--- src/rtl/ram_arb_pkg.sv ---
`default_nettype none
// ============================================================================
//  Module      : ram_arb_pkg
//  Description : Shared types and default widths for the ram_arbiter slice.
//                - AW_DEF / DW_DEF : default address / data widths of ram1
//                - state_t         : arbiter FSM states {CLEAR, RUN}
//                - owner_t         : read-tag owner {OWN_A, OWN_B}
//                - tag_t           : one stage of the read-owner pipeline
//  Revision    : 1.0 - initial release
// ============================================================================
package ram_arb_pkg;

    localparam int AW_DEF = 8;
    localparam int DW_DEF = 16;

    typedef enum logic [0:0] {
        CLEAR = 1'b0,
        RUN   = 1'b1
    } state_t;

    typedef enum logic [0:0] {
        OWN_A = 1'b0,
        OWN_B = 1'b1
    } owner_t;

    typedef struct packed {
        logic   vld;
        owner_t own;
    } tag_t;

endpackage : ram_arb_pkg
`default_nettype wire

--- src/rtl/ram_arb_rr.sv ---
`default_nettype none
// ============================================================================
//  Module      : ram_arb_rr
//  Description : Two-way round-robin picker. Purely combinational.
//                A lone request is always granted; on a tie the requester
//                that was NOT granted last time (ptr) wins.
//  Ports       : req_a, req_b  in  request lines
//                ptr           in  owner of the most recent grant
//                gnt_a, gnt_b  out one-hot or zero grant
//  Revision    : 1.0 - initial release
// ============================================================================
module ram_arb_rr
    import ram_arb_pkg::*;
(
    input  logic   req_a,
    input  logic   req_b,
    input  owner_t ptr,
    output logic   gnt_a,
    output logic   gnt_b
);

    assign gnt_a = req_a & (~req_b | (ptr == OWN_B));
    assign gnt_b = req_b & (~req_a | (ptr == OWN_A));

endmodule : ram_arb_rr
`default_nettype wire

--- src/rtl/ram_arbiter.sv ---
`default_nettype none
// ============================================================================
//  Module      : ram_arbiter
//  Description : Shares one single-port RAM (ram1) between requesters A and B
//                with round-robin arbitration and returns read data to the
//                requester that issued the read via an RD_LAT-deep tag pipe.
//  Ports       : clk, reset_n (sync, active-low)
//                ready                       arbiter accepting requests
//                x_req/x_we/x_addr/x_din     requester x (a, b) command
//                x_gnt                       combinational accept
//                x_rvalid/x_rdata            returned read data
//                ram_we/ram_addr/ram_din     to ram1
//                ram_dout                    from ram1
//  Config      : RAM_ARB_CLEAR_EN - when defined, after reset every RAM
//                location is written with zero (2^AW cycles) before ready.
//  Revision    : 1.0 - initial release
// ============================================================================
module ram_arbiter
    import ram_arb_pkg::*;
#(
    parameter int AW     = AW_DEF,
    parameter int DW     = DW_DEF,
    parameter int RD_LAT = 1
)(
    input  logic          clk,
    input  logic          reset_n,
    output logic          ready,
    input  logic          a_req,
    input  logic          a_we,
    input  logic [AW-1:0] a_addr,
    input  logic [DW-1:0] a_din,
    output logic          a_gnt,
    output logic          a_rvalid,
    output logic [DW-1:0] a_rdata,
    input  logic          b_req,
    input  logic          b_we,
    input  logic [AW-1:0] b_addr,
    input  logic [DW-1:0] b_din,
    output logic          b_gnt,
    output logic          b_rvalid,
    output logic [DW-1:0] b_rdata,
    output logic          ram_we,
    output logic [AW-1:0] ram_addr,
    output logic [DW-1:0] ram_din,
    input  logic [DW-1:0] ram_dout
);

`ifdef RAM_ARB_CLEAR_EN
    localparam state_t c_rst_state = CLEAR;
`else
    localparam state_t c_rst_state = RUN;
`endif

    state_t              r_state;
    owner_t              r_ptr;
    logic [AW-1:0]       r_last_addr;
    tag_t   [RD_LAT-1:0] r_pipe;
    tag_t   [RD_LAT-1:0] w_pipe_nxt;
    tag_t                w_tag_in;
    tag_t                w_tag_out;
    logic                w_run;
    logic                w_pick_a;
    logic                w_pick_b;
`ifdef RAM_ARB_CLEAR_EN
    logic [AW-1:0]       r_clr_cnt;
    logic                w_clearing;
`endif

    // Outputs are gated by reset_n directly: reset is synchronous, so the
    // registers still hold old values during the first low cycle.
    assign w_run = reset_n & (r_state == RUN);
    assign ready = w_run;

    ram_arb_rr u_rr (
        .req_a (a_req),
        .req_b (b_req),
        .ptr   (r_ptr),
        .gnt_a (w_pick_a),
        .gnt_b (w_pick_b)
    );

    assign a_gnt = w_run & w_pick_a;
    assign b_gnt = w_run & w_pick_b;

`ifdef RAM_ARB_CLEAR_EN
    assign w_clearing = reset_n & (r_state == CLEAR);
`endif

    // RAM port mux. With no grant the address holds its last value.
    always_comb begin
        ram_we   = 1'b0;
        ram_addr = r_last_addr;
        ram_din  = '0;
        if (!reset_n) begin
            ram_addr = '0;
`ifdef RAM_ARB_CLEAR_EN
        end else if (w_clearing) begin
            ram_we   = 1'b1;
            ram_addr = r_clr_cnt;
`endif
        end else if (a_gnt) begin
            ram_we   = a_we;
            ram_addr = a_addr;
            ram_din  = a_din;
        end else if (b_gnt) begin
            ram_we   = b_we;
            ram_addr = b_addr;
            ram_din  = b_din;
        end
    end

    // FSM, round-robin pointer, held address. Pointer resets to B so that
    // A wins the first tie.
    always_ff @(posedge clk) begin
        if (!reset_n) begin
            r_state     <= c_rst_state;
            r_ptr       <= OWN_B;
            r_last_addr <= '0;
`ifdef RAM_ARB_CLEAR_EN
            r_clr_cnt   <= '0;
`endif
        end else begin
            case (r_state)
`ifdef RAM_ARB_CLEAR_EN
                CLEAR: begin
                    r_clr_cnt <= r_clr_cnt + AW'(1);
                    if (r_clr_cnt == {AW{1'b1}}) begin
                        r_state <= RUN;
                    end
                end
`endif
                RUN:     r_state <= RUN;
                default: r_state <= RUN;
            endcase

            if (a_gnt) begin
                r_ptr <= OWN_A;
            end else if (b_gnt) begin
                r_ptr <= OWN_B;
            end

            r_last_addr <= ram_addr;
        end
    end

    // Read-owner tag pipeline: stage 0 is loaded in the grant cycle, so the
    // last stage is valid exactly RD_LAT cycles later, aligned with ram_dout.
    assign w_tag_in.vld = (a_gnt & ~a_we) | (b_gnt & ~b_we);
    assign w_tag_in.own = b_gnt ? OWN_B : OWN_A;

    generate
        if (RD_LAT == 1) begin : g_lat1
            assign w_pipe_nxt = w_tag_in;
        end else begin : g_latn
            assign w_pipe_nxt = {r_pipe[RD_LAT-2:0], w_tag_in};
        end
    endgenerate

    always_ff @(posedge clk) begin
        if (!reset_n) begin
            r_pipe <= '0;
        end else begin
            r_pipe <= w_pipe_nxt;
        end
    end

    assign w_tag_out = r_pipe[RD_LAT-1];

    // Gating with reset_n drops a read whose return cycle coincides with reset.
    assign a_rvalid = reset_n & w_tag_out.vld & (w_tag_out.own == OWN_A);
    assign b_rvalid = reset_n & w_tag_out.vld & (w_tag_out.own == OWN_B);
    assign a_rdata  = ram_dout;
    assign b_rdata  = ram_dout;

endmodule : ram_arbiter
`default_nettype wire

--- config.mk ---
export PLATFORM = sky130hd
export DESIGN_NAME = ram_arbiter
export DESIGN_NICKNAME = d
export VERILOG_FILES = /design/src/rtl/ram_arb_pkg.sv /design/src/rtl/ram_arb_rr.sv /design/src/rtl/ram_arbiter.sv
export SDC_FILE = /design/constraint.sdc
export NUM_CORES = 1
export LEC_CHECK = 0
export ABC_CLOCK_PERIOD_IN_PS = 1800
export CAP_MARGIN = 10
export CORE_ASPECT_RATIO = 2
export CORE_UTILIZATION = 27
export DETAILED_ROUTE_END_ITERATION = 16
export PLACE_DENSITY = 0.81
export SETUP_SLACK_MARGIN = 0.2
export SLEW_MARGIN = 10
export SYNTH_ARGS = -nofsm -noshare
export SYNTH_HDL_FRONTEND = slang
export SYNTH_SLANG_ARGS = --single-unit
--- constraint.sdc ---
create_clock -name clk -period 1.8 [get_ports clk]
set_input_delay 0.45 -clock clk [delete_from_list [all_inputs] [get_ports clk]]
set_output_delay 0.45 -clock clk [all_outputs]
set_load 0.01 [all_outputs]
## Yosys cells after proc, flatten, opt, wreduce, memory -nomap -nowiden

Index checks and enable logic that the tools add are counted.

| cells by class | value |
|---|---|
| bitwise logic cells | 18 |
| reductions and logical operators | 1 |
| multiplexer cells | 12 |

Operators by type and width:

| operator | count |
|---|---|
| 16-bit 2-to-1 mux | 3 |
| 8-bit 2-to-1 mux | 3 |
| 1-bit bitwise AND | 9 |
| 1-bit 2-to-1 mux | 6 |
| 1-bit inverter | 6 |
| 1-bit bitwise OR | 3 |
| 2-bit nonzero test | 1 |

| storage, ports and cells | value |
|---|---|
| output and inout bits | 62 |
| bits in registers | 11 |

## Longest topological paths before layout

| logic depth | value |
|---|---|
| word-level depth | 7 |
| gate-level depth with buffers | 5 |

## Hierarchy

Synthesis repeated with hierarchy kept, for this count alone.

| unflattened totals | value |
|---|---|
| cells, all modules | 154 |
| area, all modules | 1,275.0 um^2 |

Modules (own cells, without submodules):

| module | seq. area each (um^2) | area each (um^2) | times used | cells each |
|---|---|---|---|---|
| ram_arbiter | 220.2 | 1,256.2 | 1 | 151 |
| ram_arb_rr | 0.0 | 18.8 | 1 | 3 |

## Least setup slack after synthesis

Ideal clock, no wire load.

| path | value |
|---|---|
| path type | input to output |
| from | input port b_req |
| to | output port ram_din[10] |
| cell stages on the path | 5 |
| arrival | 1,195 ps |
| slack | 155 ps |
| path through | buf_6 nand2_2 a21oi_4 buf_6 a22o_1 |

| between the ends | value |
|---|---|
| elaborated cells between the ends (all ways) | 9 |

RTL lines:

| item | RTL line | text |
|---|---|---|
| start, declared | ram_arbiter.sv:35 | `input logic b_req,` |
| 1-bit bitwise AND | ram_arb_rr.sv:23 | `assign gnt_b = req_b & (~req_a \| (ptr == OWN_A));` |
| 1-bit bitwise AND | ram_arbiter.sv:83 | `assign b_gnt = w_run & w_pick_b;` |
| named net b_gnt | ram_arbiter.sv:39 | `output logic b_gnt,` |
| 16-bit 2-to-1 mux | ram_arbiter.sv:105 | `end else if (b_gnt) begin` |
| 16-bit 2-to-1 mux | ram_arbiter.sv:101 | `end else if (a_gnt) begin` |
| 16-bit 2-to-1 mux | ram_arbiter.sv:94 | `if (!reset_n) begin` |
| end, declared | ram_arbiter.sv:44 | `output logic [DW-1:0] ram_din,` |

The timed path passes the listed nets, and every way through them passes these cells.

## Worst setup path in the final report

| path | value |
|---|---|
| from | input port b_req |
| to | output port ram_we |

| between the ends | value |
|---|---|
| cells in the longest elaborated chain, start to end | 6 |
| elaborated cells between the ends (all ways) | 9 |

Ends and longest elaborated chain:

| item | RTL line | text |
|---|---|---|
| 1-bit inverter | ram_arb_rr.sv:22 | `assign gnt_a = req_a & (~req_b \| (ptr == OWN_B));` |
| 1-bit bitwise OR | ram_arb_rr.sv:22 |  |
| 1-bit bitwise AND | ram_arb_rr.sv:22 |  |
| 1-bit bitwise AND | ram_arbiter.sv:82 | `assign a_gnt = w_run & w_pick_a;` |
| 1-bit 2-to-1 mux * | ram_arbiter.sv:101 |  |
| 1-bit 2-to-1 mux * | ram_arbiter.sv:94 |  |
| end, declared | ram_arbiter.sv:42 | `output logic ram_we,` |

Mark *: on every way between the ends. The rest lies on a longest branch, timed or not.

==> results.sh <==
export IMPL_finalNetCount=264
export IMPL_p_per_area_nw_per_um2=479
export IMPL_syn2layout_area_growth_pct=94.8
export IMPL_fin_crit_sh_pct=107
export IMPL_worstSkewPairLatency_ps=240
export IMPL_tightest_slew_ps=222
export IMPL_switchingPower_uw=295
export IMPL_clock_power_share_pct=23.9
export IMPL_grt_pass1_wl_mm=5.95
export IMPL_hp_class="primary input to register"
export IMPL_violations="negative setup slack"
export IMPL_r2r_cells=5
export IMPL_grt_pass1_vias=1295
export IMPL_rsz0062_at_grt="yes"
export IMPL_critPathCaptureType="output pin"
export IMPL_coreArea_um2=4050
export IMPL_gr_usage_all_layers_pct=19.0
export IMPL_rows=33
export IMPL_r2r_end="r_last_addr[6]$_SDFF_PN0_"
export IMPL_ys_top_cells_by_area="buf_4 (23%), dfxtp_1 (19%), o221a_2 (16%)"
export IMPL_wl_per_cell_um=17.5
export IMPL_cts_clk_slew_worst_paths_ps=50
export IMPL_ys_types=21
export IMPL_hold_violations=0
export IMPL_reg2reg_from="r_ptr$_SDFFE_PN1P_"
export IMPL_p_leak_nw=0.998
export IMPL_startpoint="b_req"
export IMPL_first_iter_violations=31
export IMPL_ios=132
export IMPL_finalSetupViolations=24
export IMPL_overflow=0
export IMPL_period_needed_ps=1930
export IMPL_syn_inst=117
export IMPL_status="finished, violations left"
export IMPL_ant_nets=0
export IMPL_pre_cts_slack_ps=-849
export IMPL_synth_nets=187
export IMPL_cts_root_buf="clkbuf_8"
export IMPL_htreeDepth=1
export IMPL_r2r_slack_ps=450
export IMPL_setup_tns_ps=-1580
export IMPL_clockBufferDepth=2
export IMPL_max_slew_margin_pct=85.2
export IMPL_min_from="reset_n"
export IMPL_syn_avg_cell_area_um2=9.66
export IMPL_critPathMaxFanout=7
export IMPL_portBuffers=83
export IMPL_swShare_pct=28.0
export IMPL_gp_congestion=0.656
export IMPL_finalPower_mw=1.05
export IMPL_vdd_drop_max_mv=0.417
export IMPL_ys_seq_area_share_pct=19.5
export IMPL_drt_total_wl_mm=4.28
export IMPL_cap_viol_max_count=0
export IMPL_pwr_share_seq_pct=25.8
export IMPL_crit_arrival_ps=1480
export IMPL_syn_cell_area_um2=1130
export IMPL_via_per_inst=5.05
export IMPL_skew_ps=1.60
export IMPL_cts_tree="done"
export IMPL_synth_largest_area_cell="buf_4"
export IMPL_antenna_found_initial=0
export IMPL_fmax_ghz=0.517
export IMPL_die_w_um=47.7
export IMPL_endpoint="ram_we"
export IMPL_drive_above_1_share_pct=50.3
export IMPL_n_antenna_cell=0
export IMPL_n_fill_cell=371
export IMPL_yosys_warnings=0
export IMPL_fin_ws_ps=-133
export IMPL_num_vias=1237
export IMPL_hpwl_mm=2.78
export IMPL_dieArea_um2=4460
export IMPL_critPathRequiredTime_ps=1350
export IMPL_first_pass_iters=4
export IMPL_die_height_um=93.5
export IMPL_initial_core_util_pct=27.9
export IMPL_path_class="primary input to output pin"
export IMPL_slew_viol_final=0
export IMPL_cts_buffers=3
export IMPL_p_int_uw=759
export IMPL_synth_top_cell_area_share_pct=22.6
export IMPL_synth_seq_cells=11
export IMPL_ctsHoldBuffers=0
export IMPL_post_route_drc_count=0
export IMPL_grt_max_degree=13
export IMPL_pwr_share_comb_pct=50.3
export IMPL_cp_start_kind="primary input"
export IMPL_clock_sinks=11
## critical path: stages
cell	delay [ps]
buf_6	80
buf_12	130
nand2_8	50
a21oi_4	200
buf_12	140
buf_16	100
buf_6	80
a22o_1	140
buf_6	110
## synth_stat cells (all sizes together)
cell type / instances
clkbuf: 3
o221a: 16
dfxtp: 11
a22o: 18
and3: 2
nor2: 1
mux2: 8
a21oi: 2
o31a: 8
nand2: 3
inv: 3
buf: 39
nand2b: 2
nand3: 1
## how the worst min path moves through the flow
stage	endpoint	slack, ps	depth (start not counted)
2_1_floorplan	r_ptr$_SDFFE_PN1P_	570	2
3_3_place_gp	r_ptr$_SDFFE_PN1P_	550	2
3_5_place_dp	r_ptr$_SDFFE_PN1P_	560	2
4_1_cts	r_ptr$_SDFFE_PN1P_	450	2
5_1_grt	r_ptr$_SDFFE_PN1P_	430	2
6_report	r_ptr$_SDFFE_PN1P_	430	2
## power by group through the flow
stage               registers (mW)  logic [mW]  clock network (mW)
finish                       0.272       0.530               0.252
global route                 0.272       0.567               0.278
CTS                          0.271       0.513               0.265
detailed placement           0.275       0.439                   0
global placement             0.274       0.433                   0
floorplan                    0.273       0.259                   0
## cells by family after synthesis
| family | share of synthesized area, % |
|---|---|
| simple gates | 5.54 |
| buf+inv | 29.0 |
| mux | 7.97 |
| compound gates | 38.0 |
| flops | 19.5 |
## layer usage
metal  track usage [%]  share of wire, %  vias to the layer above
li1                  -                 -                      580
met1              14.9                30                      561
met2              38.2                56                       77
met3              3.09                12                       19
met4              9.26               2.6                        0
met5                 0                 0                        -
## final cells by class
type                            count  area (um2)  share of cell area [%]
Clock buffer                        4        45.0                    2.05
Inverter                            3        16.3                   0.739
Multi-Input combinational cell     63         726                    33.0
Sequential cell                    11         221                    10.1
Tap cell                           52        65.1                    2.96
Timing Repair Buffer              112        1130                    51.2
## what timing repair did
| item | in CTS | in global routing |
|---|---|---|
| resized for setup | 176 | 6 |
| gates cloned | 5 | 0 |
| setup buffers | 10 | 5 |
| pin swaps | 15 | 8 |
| setup endpoints to repair | 30 | 29 |
## placed cells by master, fill, tap and decap left out, types with 2 or more instances in the layout
cell type        netlist  routed
a22o_1                18      18
and3_4                 1       3
buf_12                 0       5
buf_16                 0       2
buf_2                  1      17
buf_4                 34      13
buf_6                  4      21
clkbuf_8               0       3
clkdlybuf4s50_1        0      42
dfxtp_1               11      10
dlygate4sd2_1          0       9
inv_1                  2       2
mux2_4                 0       8
o221a_2               16       8
o221a_4                0       8
o31a_1                 8       8
## state kept, by name, summed over array words and instances (netlist names)
name         count
r_last_addr      8
r_pipe           2
r_ptr            1
## metrics by stage
step | instances | hold slack [ps] | utilization, % | area (um2)
floorplan | 117 | 565 | - | 1160
global placement | 221 | 547 | 45.8 | 1850
detailed placement | 221 | 561 | 45.8 | 1850
CTS | 240 | 451 | 52.8 | 2140
global route | 245 | 431 | 54.4 | 2200
finish | 245 | 434 | 54.4 | 2200
Power figures use the tool's default switching activity.
